===== src/rtl/q_pkg.sv =====
// Shared fixed-point constants, per-stage pipeline records and helpers for the
// Q-learning update datapath (signed Q8.8 words).
package q_pkg;

  localparam int DATA_W = 16;
  localparam int FRAC   = 8;
  localparam int TD_W   = 18;
  localparam int ACC_W  = 20;

  localparam logic [DATA_W-1:0]        Q_ONE   = 16'h0100;
  localparam logic signed [DATA_W-1:0] Q_MAX   = 16'sh7FFF;
  localparam logic signed [DATA_W-1:0] Q_MIN   = 16'sh8000;
  localparam logic signed [ACC_W-1:0]  ACC_MAX = 20'sh07FFF;
  localparam logic signed [ACC_W-1:0]  ACC_MIN = 20'shF8000;

  typedef struct packed {
    logic              valid;
    logic [3:0]        state;
    logic [3:0]        action;
    logic [DATA_W-1:0] q_sa;
    logic [DATA_W-1:0] reward;
    logic [DATA_W-1:0] gamma;
    logic [DATA_W-1:0] alpha;
    logic              terminal;
  } s1_t;

  typedef struct packed {
    logic              valid;
    logic [3:0]        state;
    logic [3:0]        action;
    logic [DATA_W-1:0] q_sa;
    logic [DATA_W-1:0] reward;
    logic [DATA_W-1:0] gamma;
    logic [DATA_W-1:0] alpha;
  } s2_t;

  typedef struct packed {
    logic              valid;
    logic [3:0]        state;
    logic [3:0]        action;
    logic [DATA_W-1:0] q_sa;
    logic [DATA_W-1:0] alpha;
    logic [TD_W-1:0]   td;
  } s3_t;

  typedef struct packed {
    logic              valid;
    logic [3:0]        state;
    logic [3:0]        action;
    logic [DATA_W-1:0] q;
  } s4_t;

  function automatic logic [DATA_W-1:0] saturate(input logic signed [ACC_W-1:0] x);
    logic [DATA_W-1:0] r;
    if (x > ACC_MAX)      r = Q_MAX;
    else if (x < ACC_MIN) r = Q_MIN;
    else                  r = x[DATA_W-1:0];
    return r;
  endfunction

  // Rates above 1.0 would make the update diverge, so they are pinned to 1.0.
  function automatic logic [DATA_W-1:0] clamp_one(input logic [DATA_W-1:0] v);
    return (v > Q_ONE) ? Q_ONE : v;
  endfunction

endpackage


===== src/rtl/max_tree.sv =====
// Registered signed-max reduction: each output is the max of a contiguous group
// of N_IN/N_OUT inputs; clr loads zeros instead, en holds the register.
module max_tree #(
  parameter int W     = q_pkg::DATA_W,
  parameter int N_IN  = 16,
  parameter int N_OUT = 4
) (
  input  logic                 clk,
  input  logic                 rst_n,
  input  logic                 en,
  input  logic                 clr,
  input  logic [N_IN*W-1:0]    in_vec,
  output logic [N_OUT*W-1:0]   out_vec
);

  localparam int GRP = N_IN / N_OUT;

  logic [N_OUT*W-1:0] max_d, max_q;
  logic signed [W-1:0] best;

  always_comb begin
    max_d = max_q;
    best  = '0;
    if (en) begin
      for (int g = 0; g < N_OUT; g++) begin
        best = $signed(in_vec[g*GRP*W +: W]);
        for (int k = 1; k < GRP; k++) begin
          if ($signed(in_vec[(g*GRP+k)*W +: W]) > best) best = $signed(in_vec[(g*GRP+k)*W +: W]);
        end
        max_d[g*W +: W] = clr ? '0 : best;
      end
    end
  end

  always_ff @(posedge clk or negedge rst_n) begin
    if (!rst_n) max_q <= '0;
    else        max_q <= max_d;
  end

  assign out_vec = max_q;

endmodule


===== src/rtl/q_update_unit.sv =====
// Four-stage pipelined Q-learning update:
// Q(s,a) += alpha * (r + gamma * max_a' Q(s',a') - Q(s,a)), saturated to Q8.8.
module q_update_unit #(
  parameter int DATA_W = q_pkg::DATA_W,
  parameter int FRAC   = q_pkg::FRAC,
  parameter int N_ACT  = 16
) (
  input  logic                    clk,
  input  logic                    rst_n,
  input  logic                    in_valid,
  output logic                    in_ready,
  input  logic [3:0]              in_state,
  input  logic [3:0]              in_action,
  input  logic                    in_terminal,
  input  logic [DATA_W-1:0]       q_sa,
  input  logic [N_ACT*DATA_W-1:0] q_next_vec,
  input  logic [DATA_W-1:0]       reward,
  input  logic [DATA_W-1:0]       gamma,
  input  logic [DATA_W-1:0]       alpha,
  output logic                    out_valid,
  input  logic                    out_ready,
  output logic [3:0]              out_state,
  output logic [3:0]              out_action,
  output logic [DATA_W-1:0]       out_q
);

  import q_pkg::*;

  localparam int GP_W = 2*DATA_W + 1;
  localparam int AP_W = DATA_W + 1 + TD_W;

  s1_t s1_d, s1_q;
  s2_t s2_d, s2_q;
  s3_t s3_d, s3_q;
  s4_t s4_d, s4_q;

  logic [4*DATA_W-1:0]      s1_max;
  logic [DATA_W-1:0]        s2_maxq;
  logic signed [GP_W-1:0]   gprod;
  logic signed [TD_W-1:0]   td;
  logic signed [AP_W-1:0]   aprod;
  logic signed [ACC_W-1:0]  acc;
  logic                     advance;

  // A full output register that is not being drained freezes the whole pipe.
  assign advance  = !s4_q.valid || out_ready;
  assign in_ready = advance;

  max_tree #(.W(DATA_W), .N_IN(N_ACT), .N_OUT(4)) u_max_s1 (
    .clk    (clk),
    .rst_n  (rst_n),
    .en     (advance),
    .clr    (1'b0),
    .in_vec (q_next_vec),
    .out_vec(s1_max)
  );

  max_tree #(.W(DATA_W), .N_IN(4), .N_OUT(1)) u_max_s2 (
    .clk    (clk),
    .rst_n  (rst_n),
    .en     (advance),
    .clr    (s1_q.terminal),
    .in_vec (s1_max),
    .out_vec(s2_maxq)
  );

  // Arithmetic shifts floor toward -inf; operand ranges fit TD_W/ACC_W exactly.
  always_comb begin
    s1_d  = s1_q;
    s2_d  = s2_q;
    s3_d  = s3_q;
    s4_d  = s4_q;
    gprod = GP_W'($signed({1'b0, s2_q.gamma})) * GP_W'($signed(s2_maxq));
    td    = TD_W'($signed(s2_q.reward)) + TD_W'(gprod >>> FRAC) - TD_W'($signed(s2_q.q_sa));
    aprod = AP_W'($signed({1'b0, s3_q.alpha})) * AP_W'($signed(s3_q.td));
    acc   = ACC_W'($signed(s3_q.q_sa)) + ACC_W'(aprod >>> FRAC);
    if (advance) begin
      s1_d.valid    = in_valid;
      s1_d.state    = in_state;
      s1_d.action   = in_action;
      s1_d.q_sa     = q_sa;
      s1_d.reward   = reward;
      s1_d.gamma    = clamp_one(gamma);
      s1_d.alpha    = clamp_one(alpha);
      s1_d.terminal = in_terminal;

      s2_d.valid    = s1_q.valid;
      s2_d.state    = s1_q.state;
      s2_d.action   = s1_q.action;
      s2_d.q_sa     = s1_q.q_sa;
      s2_d.reward   = s1_q.reward;
      s2_d.gamma    = s1_q.gamma;
      s2_d.alpha    = s1_q.alpha;

      s3_d.valid    = s2_q.valid;
      s3_d.state    = s2_q.state;
      s3_d.action   = s2_q.action;
      s3_d.q_sa     = s2_q.q_sa;
      s3_d.alpha    = s2_q.alpha;
      s3_d.td       = td;

      s4_d.valid    = s3_q.valid;
      s4_d.state    = s3_q.state;
      s4_d.action   = s3_q.action;
      s4_d.q        = saturate(acc);
    end
  end

  always_ff @(posedge clk or negedge rst_n) begin
    if (!rst_n) begin
      s1_q <= '0;
      s2_q <= '0;
      s3_q <= '0;
      s4_q <= '0;
    end else begin
      s1_q <= s1_d;
      s2_q <= s2_d;
      s3_q <= s3_d;
      s4_q <= s4_d;
    end
  end

  assign out_valid  = s4_q.valid;
  assign out_state  = s4_q.state;
  assign out_action = s4_q.action;
  assign out_q      = s4_q.q;

endmodule


===== config.mk =====
export PLATFORM = sky130hd
export DESIGN_NAME = q_update_unit
export DESIGN_NICKNAME = d
export VERILOG_FILES = /design/src/rtl/q_pkg.sv /design/src/rtl/max_tree.sv /design/src/rtl/q_update_unit.sv
export SDC_FILE = /design/constraint.sdc
export NUM_CORES = 2
export LEC_CHECK = 0
export CAP_MARGIN = 20
export CELL_PAD_IN_SITES_DETAIL_PLACEMENT = 0
export CELL_PAD_IN_SITES_GLOBAL_PLACEMENT = 1
export CORE_ASPECT_RATIO = 0.8
export CORE_MARGIN = 4
export CORE_UTILIZATION = 46
export DETAILED_ROUTE_END_ITERATION = 8
export GPL_ROUTABILITY_DRIVEN = 0
export PLACE_DENSITY = 0.84
export SLEW_MARGIN = 10
export SYNTH_ARGS = -nofsm -noshare
export SYNTH_HDL_FRONTEND = slang
export SYNTH_SLANG_ARGS = --single-unit
export TNS_END_PERCENT = 100

===== constraint.sdc =====
create_clock -name clk -period 9.3 [get_ports clk]
set_input_delay 0.93 -clock clk [delete_from_list [all_inputs] [get_ports clk]]
set_output_delay 0.93 -clock clk [all_outputs]
set_load 0.005 [all_outputs]

==> qor.log <==
[global_routing] number of global-route vias before repair 32,000
[drt] routed length per placed instance 18.5 um
[pwr] switching power total 5.54 mW
[critical_path] critical path fanouts, max 17
[logic_synthesis] Synth Area in Simple Gates 18.7%
[clock_network] quantity of hold-fixing buffers added after cts 0
[logic_synthesis] sequential-to-total area share from yosys stat 20.0%
[drt] Vias/cell 5.30
[logic_synthesis] fraction of the mapped netlist area in adder cells 36.2%
[drt] via count 31,300
[logic_synthesis] mux contribution to synthesized area 3.44%
[timing] Final Max Slew Viols 0
[logic_synthesis] cell area after synthesis 39,000 um^2
[pwr] worst ir drop on vdd 214 uV
[logic_synthesis] library cell with the largest summed area after synthesis sky130_fd_sc_hd__fa_1
[logic_synthesis] fraction of registers with async set or reset after synthesis 100%
[timing] Slew headroom 40.0%
[floorplan] Initial Utilization 46.4%
[placed_design] worst slack after detailed placement 383 ps
[pwr] leakage power figure 22.8 nW
[logic_synthesis] most repeated cell in the gate-level netlist after synthesis sky130_fd_sc_hd__nand2_1
[drt] number of antenna-violating nets in the routed design 0
[logic_synthesis] area share of the leading cell type in the synthesized netlist 22.2%
[pwr] share of power burned in registers 21.7%
[timing] Final min period 8760 ps
[pwr] Internal Dissipation 5.87 mW
[placed_design] final HPWL from detailed placement 88,400 um
[finish] # diodes 0
[drt] Detailed Routing Iterations Pass 1 6
[clock_network] clock tree from TritonCTS yes
[worst_hold_path] Hold Path Depth 2
[placed_design] area of placed instances 43,800 um^2
[critical_path] worst r2r path cells 33
[logic_synthesis] distinct cell type count after synthesis 79
[timing] upper clock frequency limit 0.114 GHz
[run_status] run status complete, no violations
[timing] Hold WS 462 ps
[logic_synthesis] cell count after synthesis 4,501
[global_routing] global-route total usage across every layer 24.6%
[timing] number of endpoints with negative hold slack in the final report 0
[critical_path] total buffers and inverters traversed by the critical path 5
[logic_synthesis] total of flip-flops plus latches after synthesis 311
[global_routing] grt ovf 0
[clock_network] clock insertion delay at the later pin of the skew report 570 ps
[global_routing] maximum number of pins on one net before global-route repair 193
[floorplan] DIE HEIGHT 268 um
[timing] number of endpoints failing setup at the final stage 0
[clock_network] clock transition at the registers of the reported paths 70 ps
[timing] final setup TNS 0 ps
[pwr] Comb power frac 64.2%
[logic_synthesis] post-synthesis net count 5,702
[clock_network] maximum number of buffers from clock root to sink 3
[critical_path] CP endpoint kind register
[clock_network] TritonCTS Buffers 36
[finish] Area growth syn-to-layout 15.7%
[finish] final design instance area without fill 45,100 um^2
[global_routing] number of antenna violations at the first check in global routing 5
[finish] net total in the final layout 5,964
[pwr] total power divided by cell area 253 nW/um^2
[logic_synthesis] number of flops mapped to enable cells by yosys 0
[floorplan] standard cell core area 84,000 um^2
[clock_network] CTS HTree Levels 2
[floorplan] floorplan die width 333 um
[drt] violation count after the first detailed-routing iteration 2,154
[critical_path] total stage count of the critical path 33
[logic_synthesis] synthesized area per cell 8.66 um^2
[logic_synthesis] synthesized-area fraction occupied by ao, oa, aoi and oai cells 11.1%
[critical_path] data required time at the worst endpoint 9750 ps
[logic_synthesis] area share of xor/xnor cells in the synthesized design 2.03%
[clock_network] Clk Tree Root Cell sky130_fd_sc_hd__clkbuf_16
[critical_path] Largest stage delay, worst path 820 ps
[logic_synthesis] commonest cells in the netlist sky130_fd_sc_hd__nand2_1, sky130_fd_sc_hd__inv_1, sky130_fd_sc_hd__ha_1
[placed_design] port bufs 358
[logic_synthesis] primary flip-flop cell chosen by synthesis mapping sky130_fd_sc_hd__dfrtp_1
[timing] Least-Margin Pin Slew 901 ps
[critical_path] startpoint type of the worst setup path register
[finish] fill count 7,808
[logic_synthesis] largest family of logic cells by synthesized area adder cells
[logic_synthesis] biggest area contributors in the synthesized netlist sky130_fd_sc_hd__fa_1, sky130_fd_sc_hd__dfrtp_1, sky130_fd_sc_hd__ha_1
[worst_hold_path] class of the worst hold path register to register
[drt] Final Routed Wirelength 109,000 um
[clock_network] Sinks on Clock Net 311
[critical_path] CP Class register to register
[critical_path] cell at the slowest stage of the critical path sky130_fd_sc_hd__dfrtp_1
[floorplan] IO Pins 359
[drt] DRC violations left 0
[critical_path] delay-heaviest family, CP adder cells
[finish] fin util 53.7%
[critical_path] critical path data arrival time 9210 ps
[finish] layout cell share with drive strength beyond 1 3.32%
[logic_synthesis] YS warnings 0
[run] maxcap violations 0
[timing] Clock Skew 20.7 ps
[floorplan] Total Die Area 89,500 um^2
[pwr] clock network fraction of design power 14.2%
[global_routing] first-pass GRT wire length 176,000 um
[timing] RSZ-0062 raised after global routing false
[critical_path] CP most frequent cell sky130_fd_sc_hd__fa_1
[pwr] fraction of power spent switching nets 48.5%
[timing] min setup slack post-route 540 ps
[floorplan] number of rows in the core area 95
[timing] final critical-path share of the clock period 94.2%
==> cells by family after synthesis <==
group                    count (synthesis)
AND/OR/NAND/NOR                       1583
buffers and inverters                  882
adder cells (fa/ha/maj)                868
AO/OA/AOI/OAI                          639
flip-flops                             311
multiplexers                           131
XOR/XNOR                                87
==> per-layer routing <==
layer	vias up	wire [um]	global-route usage, %
met5	-	54	0
met4	8	1930	4.30
met3	121	8620	5.41
met2	968	47100	37.7
met1	15200	51500	36.4
li1	15000	-	-
==> registers in the layout (all words and copies together), names as in the netlist <==
register	count
u_max_s2.out_vec	16
out_q	16
s2_q	73
s1_q	74
u_max_s1.out_vec	64
out_valid	1
s3_q	59
out_state	4
out_action	4
==> cell usage in the layout (no fill, tap or decap), types with 33 or more instances in the layout <==
cell                                n
sky130_fd_sc_hd__a21o_1            72
sky130_fd_sc_hd__a21oi_1           95
sky130_fd_sc_hd__and2_1           241
sky130_fd_sc_hd__buf_4             60
sky130_fd_sc_hd__clkbuf_16         36
sky130_fd_sc_hd__clkdlybuf4s50_1  357
sky130_fd_sc_hd__dfrtp_1          305
sky130_fd_sc_hd__fa_1             433
sky130_fd_sc_hd__ha_1             435
sky130_fd_sc_hd__inv_1            684
sky130_fd_sc_hd__mux2i_1          107
sky130_fd_sc_hd__nand2_1          895
sky130_fd_sc_hd__nand2b_1          43
sky130_fd_sc_hd__nand4_1           50
sky130_fd_sc_hd__nor2_1           154
sky130_fd_sc_hd__nor2b_1           34
sky130_fd_sc_hd__nor3_1            33
sky130_fd_sc_hd__o21a_1            58
sky130_fd_sc_hd__o21ai_0           66
sky130_fd_sc_hd__o21ai_1          119
sky130_fd_sc_hd__xnor2_1           61
==> power by group through the flow <==
stage               clock (mW)  combinational, mW  sequential, mW
floorplan                    0               5.27            2.11
global placement             0               7.17            2.46
detailed placement           0               7.24            2.48
CTS                       1.65               7.30            2.46
global route              1.71               8.20            2.54
finish                    1.62               7.32            2.47
==> through the flow <==
stage	std cells	power [mW]
finish	5906	11.4
global route	5906	12.4
CTS	5906	11.4
detailed placement	5840	9.72
global placement	5840	9.63
floorplan	4501	7.38
==> area by class of cell <==
class	count	area (um^2)	area share, %
Tap cell	1115	1400	3.09
Multi-Input combinational cell	3308	27900	61.9
Clock inverter	20	317	0.702
Sequential cell	311	7790	17.3
Clock buffer	46	1020	2.26
Timing Repair Buffer	421	4100	9.09
Inverter	685	2580	5.72
==> worst paths after layout <==
path	start	endpoint	slack, ps
min in group asynchronous	rst_n	s2_q[19]	470
max	s3_q[3]	out_q[1]	540
min	s1_q[29]	s2_q[28]	460
max in group asynchronous	rst_n	s3_q[21]	7400
max reg2reg	s3_q[3]	out_q[1]	540
min reg2reg	s1_q[29]	s2_q[28]	460
==> worst register-to-register path, delay by kind of cell, from the launching register on <==
family | cells | cell delay, ps
xor gates and xnor gates | 2 | 360
and+or+nand+nor | 9 | 1650
DFF | 1 | 820
AOI/OAI and AO/OA | 9 | 1900
adders and majority gates | 8 | 3570
buffers and inverters | 5 | 320
==> repair_timing <==
| item | CTS | global route |
|---|---|---|
| buffers inserted | 0 | 0 |
| endpoints found under the setup margin | 0 | 16 |
| gates resized for setup | 0 | 8 |
(Power assumes the default switching activity.)
